## src/rtl/clock_pkg.sv

```systemverilog
// Shared types and constants for the 12-hour clock set-mode controller:
// FSM state encoding, display field codes and edit-register widths.
package clock_pkg;

    typedef enum logic [1:0] {
        RUN     = 2'd0,
        SET_HR  = 2'd1,
        SET_MIN = 2'd2,
        SET_SEC = 2'd3
    } state_t;

    localparam logic [1:0] FLD_NONE = 2'd0;
    localparam logic [1:0] FLD_HR   = 2'd1;
    localparam logic [1:0] FLD_MIN  = 2'd2;
    localparam logic [1:0] FLD_SEC  = 2'd3;

    localparam int HR_W       = 4;
    localparam int MS_W       = 6;
    localparam int HR_MOD_DEF = 12;
    localparam int MS_MOD_DEF = 60;

    function automatic logic [1:0] field_of(input state_t s);
        case (s)
            SET_HR:  field_of = FLD_HR;
            SET_MIN: field_of = FLD_MIN;
            SET_SEC: field_of = FLD_SEC;
            default: field_of = FLD_NONE;
        endcase
    endfunction

endpackage

```

## src/rtl/clock_set_ctrl_btn_edge.sv

```systemverilog
// Rising-edge detector for a debounced button. History resets to 1 so a
// button already held when reset releases does not produce an edge.
module btn_edge (
    input  logic clk,
    input  logic rst,
    input  logic btn,
    output logic rise
);

    logic prev_q;
    logic prev_d;

    always_comb begin
        prev_d = btn;
    end

    always_ff @(posedge clk) begin
        if (rst) begin
            prev_q <= 1'b1;
        end else begin
            prev_q <= prev_d;
        end
    end

    assign rise = btn & ~prev_q;

endmodule

```

## src/rtl/clock_set_ctrl.sv

```systemverilog
// 1 Hz advance generator plus button-driven set-mode FSM for the clock counter.
// Optional display blink in set mode is built when BLINK_EN is defined.
import clock_pkg::*;

module clock_set_ctrl #(
    parameter int TICK_DIV = 50000000,
    parameter int HR_MOD   = HR_MOD_DEF,
    parameter int MS_MOD   = MS_MOD_DEF
) (
    input  logic        clk,
    input  logic        rst,
    input  logic        btn_mode,
    input  logic        btn_inc,
    input  logic [3:0]  cur_hours,
    input  logic [5:0]  cur_mins,
    input  logic [5:0]  cur_secs,
    output logic        tick_en,
    output logic        load,
    output logic [3:0]  load_hours,
    output logic [5:0]  load_mins,
    output logic [5:0]  load_secs,
    output logic        setting,
    output logic [1:0]  field,
    output logic        blink
);

    localparam int              CNT_W   = (TICK_DIV > 2) ? $clog2(TICK_DIV) : 1;
    localparam logic [CNT_W-1:0] CNT_MAX = CNT_W'(TICK_DIV - 1);
    localparam logic [HR_W-1:0]  HR_MAX  = HR_W'(HR_MOD - 1);
    localparam logic [MS_W-1:0]  MS_MAX  = MS_W'(MS_MOD - 1);

    logic mode_edge;
    logic inc_edge;

    btn_edge u_mode_edge (
        .clk  (clk),
        .rst  (rst),
        .btn  (btn_mode),
        .rise (mode_edge)
    );

    btn_edge u_inc_edge (
        .clk  (clk),
        .rst  (rst),
        .btn  (btn_inc),
        .rise (inc_edge)
    );

    state_t            state_q, state_d;
    logic [CNT_W-1:0]  cnt_q, cnt_d;
    logic              tick_q, tick_d;
    logic              load_q, load_d;
    logic              setting_q, setting_d;
    logic [1:0]        field_q, field_d;
    logic [HR_W-1:0]   hr_q, hr_d;
    logic [MS_W-1:0]   min_q, min_d;
    logic [MS_W-1:0]   sec_q, sec_d;

    always_comb begin
        state_d = state_q;
        cnt_d   = cnt_q;
        tick_d  = 1'b0;
        load_d  = 1'b0;
        hr_d    = hr_q;
        min_d   = min_q;
        sec_d   = sec_q;

        case (state_q)
            RUN: begin
                // Hold the prescaler through the load cycle so the first
                // tick after leaving set mode lands TICK_DIV+1 cycles later.
                if (load_q) begin
                    cnt_d = '0;
                end else if (cnt_q == CNT_MAX) begin
                    cnt_d  = '0;
                    tick_d = 1'b1;
                end else begin
                    cnt_d = cnt_q + CNT_W'(1);
                end
                if (mode_edge) begin
                    hr_d    = cur_hours;
                    min_d   = cur_mins;
                    sec_d   = cur_secs;
                    state_d = SET_HR;
                end
            end
            SET_HR: begin
                cnt_d = '0;
                if (mode_edge) begin
                    state_d = SET_MIN;
                end else if (inc_edge) begin
                    hr_d = (hr_q >= HR_MAX) ? '0 : hr_q + HR_W'(1);
                end
            end
            SET_MIN: begin
                cnt_d = '0;
                if (mode_edge) begin
                    state_d = SET_SEC;
                end else if (inc_edge) begin
                    min_d = (min_q >= MS_MAX) ? '0 : min_q + MS_W'(1);
                end
            end
            SET_SEC: begin
                cnt_d = '0;
                if (mode_edge) begin
                    state_d = RUN;
                    load_d  = 1'b1;
                end else if (inc_edge) begin
                    sec_d = (sec_q >= MS_MAX) ? '0 : sec_q + MS_W'(1);
                end
            end
            default: begin
                state_d = RUN;
                cnt_d   = '0;
            end
        endcase

        setting_d = (state_d != RUN);
        field_d   = field_of(state_d);
    end

    always_ff @(posedge clk) begin
        if (rst) begin
            state_q   <= RUN;
            cnt_q     <= '0;
            tick_q    <= 1'b0;
            load_q    <= 1'b0;
            setting_q <= 1'b0;
            field_q   <= FLD_NONE;
            hr_q      <= '0;
            min_q     <= '0;
            sec_q     <= '0;
        end else begin
            state_q   <= state_d;
            cnt_q     <= cnt_d;
            tick_q    <= tick_d;
            load_q    <= load_d;
            setting_q <= setting_d;
            field_q   <= field_d;
            hr_q      <= hr_d;
            min_q     <= min_d;
            sec_q     <= sec_d;
        end
    end

    assign tick_en    = tick_q;
    assign load       = load_q;
    assign load_hours = hr_q;
    assign load_mins  = min_q;
    assign load_secs  = sec_q;
    assign setting    = setting_q;
    assign field      = field_q;

`ifdef BLINK_EN
    localparam logic [CNT_W-1:0] HALF_MAX = CNT_W'(TICK_DIV / 2 - 1);

    logic [CNT_W-1:0] half_q, half_d;
    logic             blink_q, blink_d;

    always_comb begin
        half_d  = half_q;
        blink_d = blink_q;
        if (state_d == RUN) begin
            half_d  = '0;
            blink_d = 1'b0;
        end else if (mode_edge || inc_edge) begin
            // Restart the phase so the digit being edited is shown solid.
            half_d  = '0;
            blink_d = 1'b0;
        end else if (half_q == HALF_MAX) begin
            half_d  = '0;
            blink_d = ~blink_q;
        end else begin
            half_d = half_q + CNT_W'(1);
        end
    end

    always_ff @(posedge clk) begin
        if (rst) begin
            half_q  <= '0;
            blink_q <= 1'b0;
        end else begin
            half_q  <= half_d;
            blink_q <= blink_d;
        end
    end

    assign blink = blink_q;
`else
    assign blink = 1'b0;
`endif

endmodule

```

## config.mk

```make
export PLATFORM = sky130hd
export DESIGN_NAME = clock_set_ctrl
export DESIGN_NICKNAME = d
export VERILOG_FILES = /design/src/rtl/clock_pkg.sv /design/src/rtl/clock_set_ctrl_btn_edge.sv /design/src/rtl/clock_set_ctrl.sv
export SDC_FILE = /design/constraint.sdc
export NUM_CORES = 1
export LEC_CHECK = 0
export ABC_CLOCK_PERIOD_IN_PS = 4200
export BUFFER_PORTS_ARGS = -buffer_cell sky130_fd_sc_hd__buf_2
export CAP_MARGIN = 40
export CORE_MARGIN = 2
export CORE_UTILIZATION = 60
export DETAILED_ROUTE_END_ITERATION = 8
export PLACE_DENSITY_LB_ADDON = 0.08
export SYNTH_ARGS = -nofsm -noshare
export SYNTH_HDL_FRONTEND = slang
export SYNTH_SLANG_ARGS = --single-unit
```

## constraint.sdc

```tcl
create_clock -name clk -period 4.2 [get_ports clk]
set_input_delay 0.42 -clock clk [delete_from_list [all_inputs] [get_ports clk]]
set_output_delay 0.42 -clock clk [all_outputs]
set_load 0.05 [all_outputs]
```

==> results of run 1 <==
[synth_stat cells (all sizes together), types with 3 or more instances]
library cell,number,area (um2)
dfxtp,50,1001
nor2,48,180.2
nand2,35,133.9
a21oi,19,95.09
nand3,17,85.08
o21ai,17,85.08
xor2,15,131.4
nand4,8,56.30
xnor2,8,70.07
and3,7,43.79
clkbuf,7,26.28
nor3,6,30.03
nand2b,5,31.28
nor2b,5,31.28
a211oi,4,30.03
buf,4,37.53
ha,4,50.05
inv,4,15.01
nor4,4,25.02
or4,4,33.78
a31oi,3,18.77
and4,3,26.28
or2,3,21.27
[metal layers]
| metal | vias up | GRT usage | part of all wire |
|---|---|---|---|
| li1 | 1155 | - | - |
| met3 | 6 | 0.05428 | 0.037 |
| met5 | - | 0 | 0 |
| met2 | 37 | 0.3665 | 0.46 |
| met4 | 0 | 0.09250 | 0.013 |
| met1 | 1012 | 0.3094 | 0.49 |
[worst min-delay path by stage]
| stage | startpoint | endpoint |
|---|---|---|
| after global routing | btn_mode | u_mode_edge.prev_q |
| after global placement | cnt_q[0] | cnt_q[0] |
| after detailed placement | cnt_q[0] | cnt_q[0] |
| final | btn_mode | u_mode_edge.prev_q |
| after floorplan | cnt_q[0] | cnt_q[0] |
| after CTS | btn_mode | u_mode_edge.prev_q |
[sequential cells by signal (all words and copies together), names as in the netlist]
register	count
tick_en	1
state_q	2
u_inc_edge.prev_q	1
load_hours	4
u_mode_edge.prev_q	1
load_mins	6
setting	1
field	1
load	1
cnt_q	26
load_secs	6
[metrics by stage]
step                cells  hold WS [ns]  setup slack, ns
finish                393        0.3196            2.130
floorplan             306        0.4406            2.369
global placement      385        0.4586            2.195
global route          393        0.3083            1.955
detailed placement    385        0.4695            2.129
CTS                   393        0.3129            2.115
[power by group through the flow]
stage	Sequential (mW)	Clock, mW	Combinational (mW)
CTS	0.500	0.336	0.0960
global placement	0.510	0	0.0944
floorplan	0.534	0	0.0491
finish	0.500	0.327	0.0955
global route	0.502	0.354	0.106
detailed placement	0.511	0	0.0954
[layout make-up]
cell class,instances,area share
Clock buffer,7,0.02748
Clock inverter,1,0.01081
Inverter,4,0.005405
Multi-Input combinational cell,241,0.5014
Sequential cell,50,0.3604
Tap cell,50,0.02252
Timing Repair Buffer,40,0.07207
[cell families (layout without fill, tap and decap cells)]
group	count (synthesis)	count (layout)	synth area share
adders and majority gates	4	4	0.02024
other	1	1	0.001517
DFF	50	50	0.4049
buffers and inverters	15	52	0.03188
xor gates and xnor gates	23	23	0.08148
and+or+nand+nor	154	154	0.3112
AOI/OAI and AO/OA	58	58	0.1447
muxes	1	1	0.004049
==> flow_summary_export.csv, run 1 <==
group,metric,value,unit
timing,tightest_slew,0.8194,ns
finish,design_area,2778,um2
global_routing,grt_overflow_total,0,
worst_setup_path,slowest_stage,"or4_4",
clock_network,cts_max_level,2,
clock_network,cts.repair.resized,0,
worst_setup_path,worstPathCellList,"ha_1 > nand3_1 > or4_4 > or2_4 > nand2_2 > nor2_1",
power,power_density,332.0,nW/um2
worst_setup_path,reg2reg_from,"cnt_q[0]",
worst_hold_path,min_path_type,"input pin to register",
clock_network,clockBufferDepth,2,
clock_network,path_clk_slew,0.08,ns
timing,min_period_over_period,0.4929,
placement,io_buffer_count,40,
global_routing,antenna_found_initial,0,
floorplan,core,3971,um2
worst_setup_path,slowest_delay,0.43,ns
floorplan,rows,23,
power,p_switching,0.2285,mW
drt,drtIter0Drc,96,
worst_setup_path,crit_path_start_kind,"register",
worst_setup_path,cp.required,4.38,ns
synthesis,synthArstFlopShare,0,
drt,ant_nets,0,
finish,area_delta_synth_final,12.35,%
power,pwr-share-clk,0.355,
floorplan,pin_count,42,
timing,slew_viol_final,0,
clock_network,cts_tree,"done",
power,power,0.9223,mW
worst_setup_path,r2r_cells,6,
synthesis,synthFlopType,"dfxtp_1",
global_routing,grt_max_degree,28,
synthesis,seq_area_frac_synth,0.4049,
timing,rsz0062_at_grt,"false",
finish,fillers,345,
synthesis,ys_seq_elements,50,
finish,postLayoutCoreUtil,0.6994,
clock_network,postCtsSetupRepairBufs,0,
placement,place.gp.congestion,0.8501,
clock_network,hold_buffers,0,
power,seqPwrFrac,0.542,
global_routing,grt_pass1_vias,1895,
worst_hold_path,min_path_cells,2,
synthesis,yosysWarningCount,0,
worst_setup_path,worstPathArrival,2.25,ns
drt,drc,0,
timing,slew_headroom,0.4487,
worst_setup_path,path_buf_inv,0,
drt,firstDrtPassIters,4,
global_routing,grt.total_usage,0.2334,
worst_setup_path,rr_endpoint,"cnt_q[17]",
worst_setup_path,crit_path_max_fanout,24,
floorplan,fp.dieW,68.19,um
clock_network,cts.sinks,50,
global_routing,grt_pass1_wl,8280,um
drt,dr_total_vias,2210,
drt,wl_per_cell,12.91,um
timing,min_period,2.070,ns
job,cap_violations,0,
placement,place_area,2671,um2
synthesis,syn_area_per_cell,8.080,um2
drt,viasPerCell,5.623,
worst_setup_path,cp_num_cells,6,
worst_setup_path,regToRegSetupSlack,2.13,ns
floorplan,dieArea,4650,um2
power,power.leakage,1.091,nW
worst_setup_path,crit_type,"register to register",
clock_network,cts_buffers,5,
clock_network,clk_latency,0.30,ns
finish,antenna_cells,0,
synthesis,netlist_instances,306,
finish,layout.nets,366,
timing,hold_violations,0,
worst_setup_path,crit_family,"simple AND/OR/NAND/NOR gates",
synthesis,syn-num-nets,330,
synthesis,synthDistinctLibCells,49,
power,vdd_drop_max,0.2097,mV
drt,wirelength,5075,um
timing,fin_worst_skew,0.005941,ns
timing,setup_viol,0,
worst_setup_path,endpoint,"cnt_q[17]",
timing,fin_tns_setup,0,ns
finish,register_area,1001,um2
finish,multiInputGateArea,1393,um2
worst_setup_path,crit_path_end_kind,"register",
run_status,status,"completed",
synthesis,synth_edf_count,0,
finish,final_common_cell,"dfxtp_1",
floorplan,die_h,68.19,um
floorplan,start_util,0.6226,
finish,drive_above_1_share,0.1545,
clock_network,cts-root-buf,"clkbuf_8",
timing,max_freq,483.0,MHz
synthesis,synthesis.area,2472,um2
placement,hpwl,3588,um
power,swShare,0.2477,
worst_setup_path,crit_path_start,"cnt_q[0]",
power,combPwrFrac,0.103,
finish,final_cell_mix,"50 x dfxtp_1, 48 x nor2_1, 40 x buf_2",
power,internal_power,0.6938,mW
Note: power is estimated with default switching activity, not from simulation.
==> inputs of run 2 (changes only) <==
- ABC_CLOCK_PERIOD_IN_PS: 4200 -> 1700
- CORE_UTILIZATION: 60 -> 50
- clock period: 4.2 -> 1.7 ns (I/O delays scaled with it)
==> flow_summary_export.csv, run 2 (synthesis results as in run 1) <==
group,metric,value,unit
power,vdd_drop_max,0.5378,mV
drt,wl_per_cell,13.03,um
finish,largest_register_ffs,26,
worst_hold_path,min_path_type,"input pin to register",
worst_setup_path,crit_path_start_kind,"register",
floorplan,rows,25,
worst_setup_path,cp.required,1.90,ns
drt,dr_total_vias,2335,
timing,max_freq,608.9,MHz
finish,area_delta_synth_final,25.05,%
global_routing,met1_usage,0.2825,
global_routing,grt_overflow_total,0,
global_routing,grt_pass1_vias,2187,
clock_network,cts_max_level,2,
global_routing,use_met3,0.06369,
global_routing,grt_max_degree,27,
floorplan,die_h,74.32,um
worst_setup_path,slowest_delay,0.55,ns
finish,layout.cells.non_filler,441,
finish,design_area,3092,um2
drt,viasPerCell,5.295,
finish,regMostFlops,"cnt_q",
clock_network,cts_buffers,5,
finish,layout.nets,399,
timing,fin_worst_skew,0.009492,ns
worst_setup_path,slowest_stage,"or4_4",
drt,firstDrtPassIters,4,
finish,postLayoutCoreUtil,0.6503,
timing,rsz0062_at_grt,"false",
run_status,status,"completed",
drt,ant_nets,0,
floorplan,fp.dieW,74.32,um
clock_network,path_clk_slew,0.08,ns
worst_setup_path,worstPathArrival,1.84,ns
global_routing,top_usage_layer,"met2",
drt,wirelength,5746,um
power,power.leakage,1.266,nW
global_routing,grt_pass1_wl,9646,um
placement,io_buffer_count,40,
drt,drc,0,
floorplan,pin_count,42,
worst_setup_path,crit_path_max_fanout,4,
finish,antenna_cells,0,
global_routing,grt.total_usage,0.2268,
clock_network,clockBufferDepth,2,
floorplan,start_util,0.5200,
worst_setup_path,path_buf_inv,0,
clock_network,cts_tree,"done",
clock_network,hold_buffers,0,
placement,place_area,2972,um2
global_routing,use_met2,0.3740,
global_routing,antenna_found_initial,0,
timing,min_period,1.642,ns
worst_setup_path,worstPathCellList,"nand4_4 > or4_4 > or2_4 > and3_1",
timing,setup_viol,0,
timing,hold_violations,0,
clock_network,cts.sinks,50,
finish,final_common_cell,"nor2_1",
job,cap_violations,0,
placement,dp_cells,434,
finish,final_cell_mix,"48 x nor2_1, 40 x buf_2, 39 x dfxtp_1",
power,power_density,714.1,nW/um2
clock_network,cts-root-buf,"clkbuf_8",
drt,drtIter0Drc,117,
timing,whs,0.06320,ns
placement,hpwl,4059,um
timing,slew_viol_final,0,
clock_network,clk_latency,0.31,ns
finish,fillers,455,
worst_setup_path,crit_family,"simple AND/OR/NAND/NOR gates",
placement,place.gp.congestion,0.7735,
worst_setup_path,crit_type,"register to register",
worst_setup_path,crit_path_end_kind,"register",
floorplan,core,4755,um2
clock_network,postCtsSetupRepairBufs,0,
timing,min_period_over_period,0.9660,
finish,drive_above_1_share,0.2674,
floorplan,dieArea,5523,um2
[run 2: final cells by class]
class / instances / area, um2 / area share
multi-input cells: 242 / 1455 / 0.4707
flip-flops and latches: 50 / 1015 / 0.3282
repair buffers: 72 / 440.4 / 0.1425
well taps: 67 / 83.83 / 0.02711
clock buffers: 6 / 82.58 / 0.02671
inverters: 4 / 15.01 / 0.004856
[run 2: per-stage QoR]
stage | TNS, ns | worst slack, ns | total power [mW]
floorplan | 0 | 0.009216 | 1.448
global route | 0 | 0.002282 | 2.303
CTS | 0 | 0.03137 | 2.215
finish | 0 | 0.05778 | 2.208
detailed placement | -0.7098 | -0.04389 | 1.535
global placement | -0.03790 | -0.003811 | 1.532
[run 2: per-layer routing]
layer | wire length (um) | part of all wire
met1 | 2690 | 0.47
met2 | 2801 | 0.49
met3 | 198 | 0.034
met4 | 55 | 0.0096
met5 | 0 | 0
[run 2: path summary, 6_finish.rpt]
check,start,slack (ns),depth (start not counted),end
hold reg to reg,cnt_q[24],0.51,2,cnt_q[24]
setup reg to reg,cnt_q[12],0.06,4,cnt_q[1]
hold / removal,btn_inc,0.06,2,u_inc_edge.prev_q
setup / recovery,cnt_q[12],0.06,4,cnt_q[1]
[run 2: report_power, final]
group	internal, mW	total, mW	switching (mW)
Combinational	0.103	0.285	0.182
Clock	0.315	0.688	0.374
Sequential	1.20	1.23	0.0317
[run 2: what timing repair did]
action | in CTS | in global routing
cloned | 0 | 1
resized for setup | 1 | 5
endpoints found under the hold margin | 0 | 0
setup endpoints to repair | 24 | 27
pin swaps | 0 | 2
==> inputs of run 3 (changes only) <==
--- a/config.mk
+++ b/config.mk
@@ -12,5 +12,5 @@
 export CORE_UTILIZATION = 50
 export DETAILED_ROUTE_END_ITERATION = 8
-export PLACE_DENSITY_LB_ADDON = 0.08
+export PLACE_DENSITY = 0.75
 export SYNTH_ARGS = -nofsm -noshare
 export SYNTH_HDL_FRONTEND = slang
==> constraint.sdc (replaced) <==
create_clock -name clk -period 1.7 [get_ports clk]
set_input_delay 0.34 -clock clk [delete_from_list [all_inputs] [get_ports clk]]
set_output_delay 0.34 -clock clk [all_outputs]
set_load 0.05 [all_outputs]
==> flow_summary_export.csv, run 3 (synthesis results as in run 1) <==
group,metric,value,unit
floorplan,core,4755,um2
worst_hold_path,min_path_type,"input pin to register",
finish,antenna_cells,0,
drt,ant_nets,0,
placement,hpwl,4198,um
timing,fin_worst_skew,0.009898,ns
global_routing,grt_max_degree,25,
global_routing,antenna_found_initial,0,
finish,layout.nets,403,
timing,min_period,1.643,ns
worst_setup_path,slowest_stage,"or4_4",
worst_setup_path,worstPathCellList,"nand4_4 > or4_4 > or2_4 > and3_4",
placement,place_area,2994,um2
power,p_switching,0.5792,mW
power,vdd_drop_max,0.4446,mV
finish,drive_above_1_share,0.2691,
finish,register_area,1015,um2
finish,final_common_cell,"nor2_1",
clock_network,cts_buffers,5,
timing,whs,0.2413,ns
timing,tightest_slew,0.4876,ns
clock_network,hold_buffers,0,
clock_network,cts_max_level,2,
power,swShare,0.2662,
clock_network,cts-root-buf,"clkbuf_8",
drt,viasPerCell,5.419,
worst_setup_path,crit_path_max_fanout,5,
floorplan,start_util,0.5200,
drt,wl_per_cell,12.83,um
worst_setup_path,crit_type,"register to register",
global_routing,grt_overflow_total,0,
finish,multiInputGateArea,1464,um2
finish,fillers,417,
floorplan,fp.dieW,74.32,um
drt,drc,0,
floorplan,pin_count,42,
clock_network,clockBufferDepth,2,
floorplan,die_h,74.32,um
placement,place.gp.congestion,0.8751,
power,combPwrFrac,0.136,
worst_setup_path,cp.required,1.89,ns
job,cap_violations,0,
clock_network,postCtsSetupRepairBufs,0,
power,seqPwrFrac,0.567,
worst_setup_path,slowest_delay,0.55,ns
worst_setup_path,crit_path_start_kind,"register",
finish,regMostFlops,"cnt_q",
finish,layout.cells.non_filler,446,
clock_network,cts.sinks,50,
timing,min_period_over_period,0.9667,
finish,design_area,3117,um2
floorplan,rows,25,
finish,area_delta_synth_final,26.06,%
finish,largest_register_ffs,26,
timing,setup_viol,0,
power,power,2.176,mW
placement,dp_cells,437,
global_routing,grt_pass1_wl,9390,um
timing,hold_violations,0,
global_routing,grt.total_usage,0.2141,
worst_setup_path,worstPathArrival,1.84,ns
drt,drtIter0Drc,116,
clock_network,path_clk_slew,0.09,ns
power,pwr-share-clk,0.297,
timing,max_freq,608.5,MHz
floorplan,dieArea,5523,um2
drt,firstDrtPassIters,4,
run_status,status,"completed",
timing,rsz0062_at_grt,"false",
power,power.leakage,1.278,nW
clock_network,cts_tree,"done",
drt,dr_total_vias,2417,
finish,postLayoutCoreUtil,0.6555,
finish,final_cell_mix,"48 x nor2_1, 40 x buf_2, 39 x dfxtp_1",
drt,wirelength,5720,um
timing,slew_headroom,0.6715,
clock_network,clk_latency,0.30,ns
timing,slew_viol_final,0,
worst_setup_path,crit_path_end_kind,"register",
placement,io_buffer_count,40,
power,internal_power,1.596,mW
power,power_density,698.1,nW/um2
global_routing,grt_pass1_vias,2172,
[run 3: repair_timing]
action	in CTS	in global routing
endpoints found under the setup margin	24	25
resized for setup	1	4
gates cloned	0	2
pin swaps	0	3
[run 3: metal layers]
| layer | wire [um] | GRT usage | up-vias |
|---|---|---|---|
| met3 | 255 | 0.02981 | 5 |
| li1 | - | - | 1235 |
| met2 | 2750 | 0.3631 | 50 |
| met5 | 0 | 0 | - |
| met4 | 44 | 0.06349 | 0 |
| met1 | 2670 | 0.2852 | 1127 |
[run 3: metrics by stage]
step / setup slack [ns] / TNS, ns
finish: 0.05658 / 0
global route: 0.002519 / 0
CTS: 0.02806 / 0
detailed placement: -0.03193 / -0.3110
global placement: 0.008250 / 0
floorplan: 0.009216 / 0
[run 3: layout make-up]
cell class | count | area share
Clock buffer | 7 | 0.02449
Timing Repair Buffer | 75 | 0.1485
Multi-Input combinational cell | 243 | 0.4697
Tap cell | 67 | 0.02690
Inverter | 4 | 0.004817
Sequential cell | 50 | 0.3256
[run 3: worst paths after layout]
check	to	slack (ns)	from	cells after the start
worst max register to register	cnt_q[1]	0.06	cnt_q[13]	4
worst min register to register	cnt_q[24]	0.51	cnt_q[24]	2
worst min-delay path	u_inc_edge.prev_q	0.24	btn_inc	2
worst max-delay path	cnt_q[1]	0.06	cnt_q[13]	4
[run 3: power by group through the flow]
stage	clock [mW]	sequential, mW	combinational [mW]
3_3_place_gp	0	1.26	0.275
5_1_grt	0.703	1.24	0.326
4_1_cts	0.667	1.23	0.281
3_5_place_dp	0	1.26	0.278
2_1_floorplan	0	1.32	0.124
6_report	0.645	1.23	0.297
[run 3: critical path, delay by kind of cell, from the launching register on]
kind / cells / cell delay, ns
AND/OR/NAND/NOR: 4 / 1.18
flip-flops: 1 / 0.36
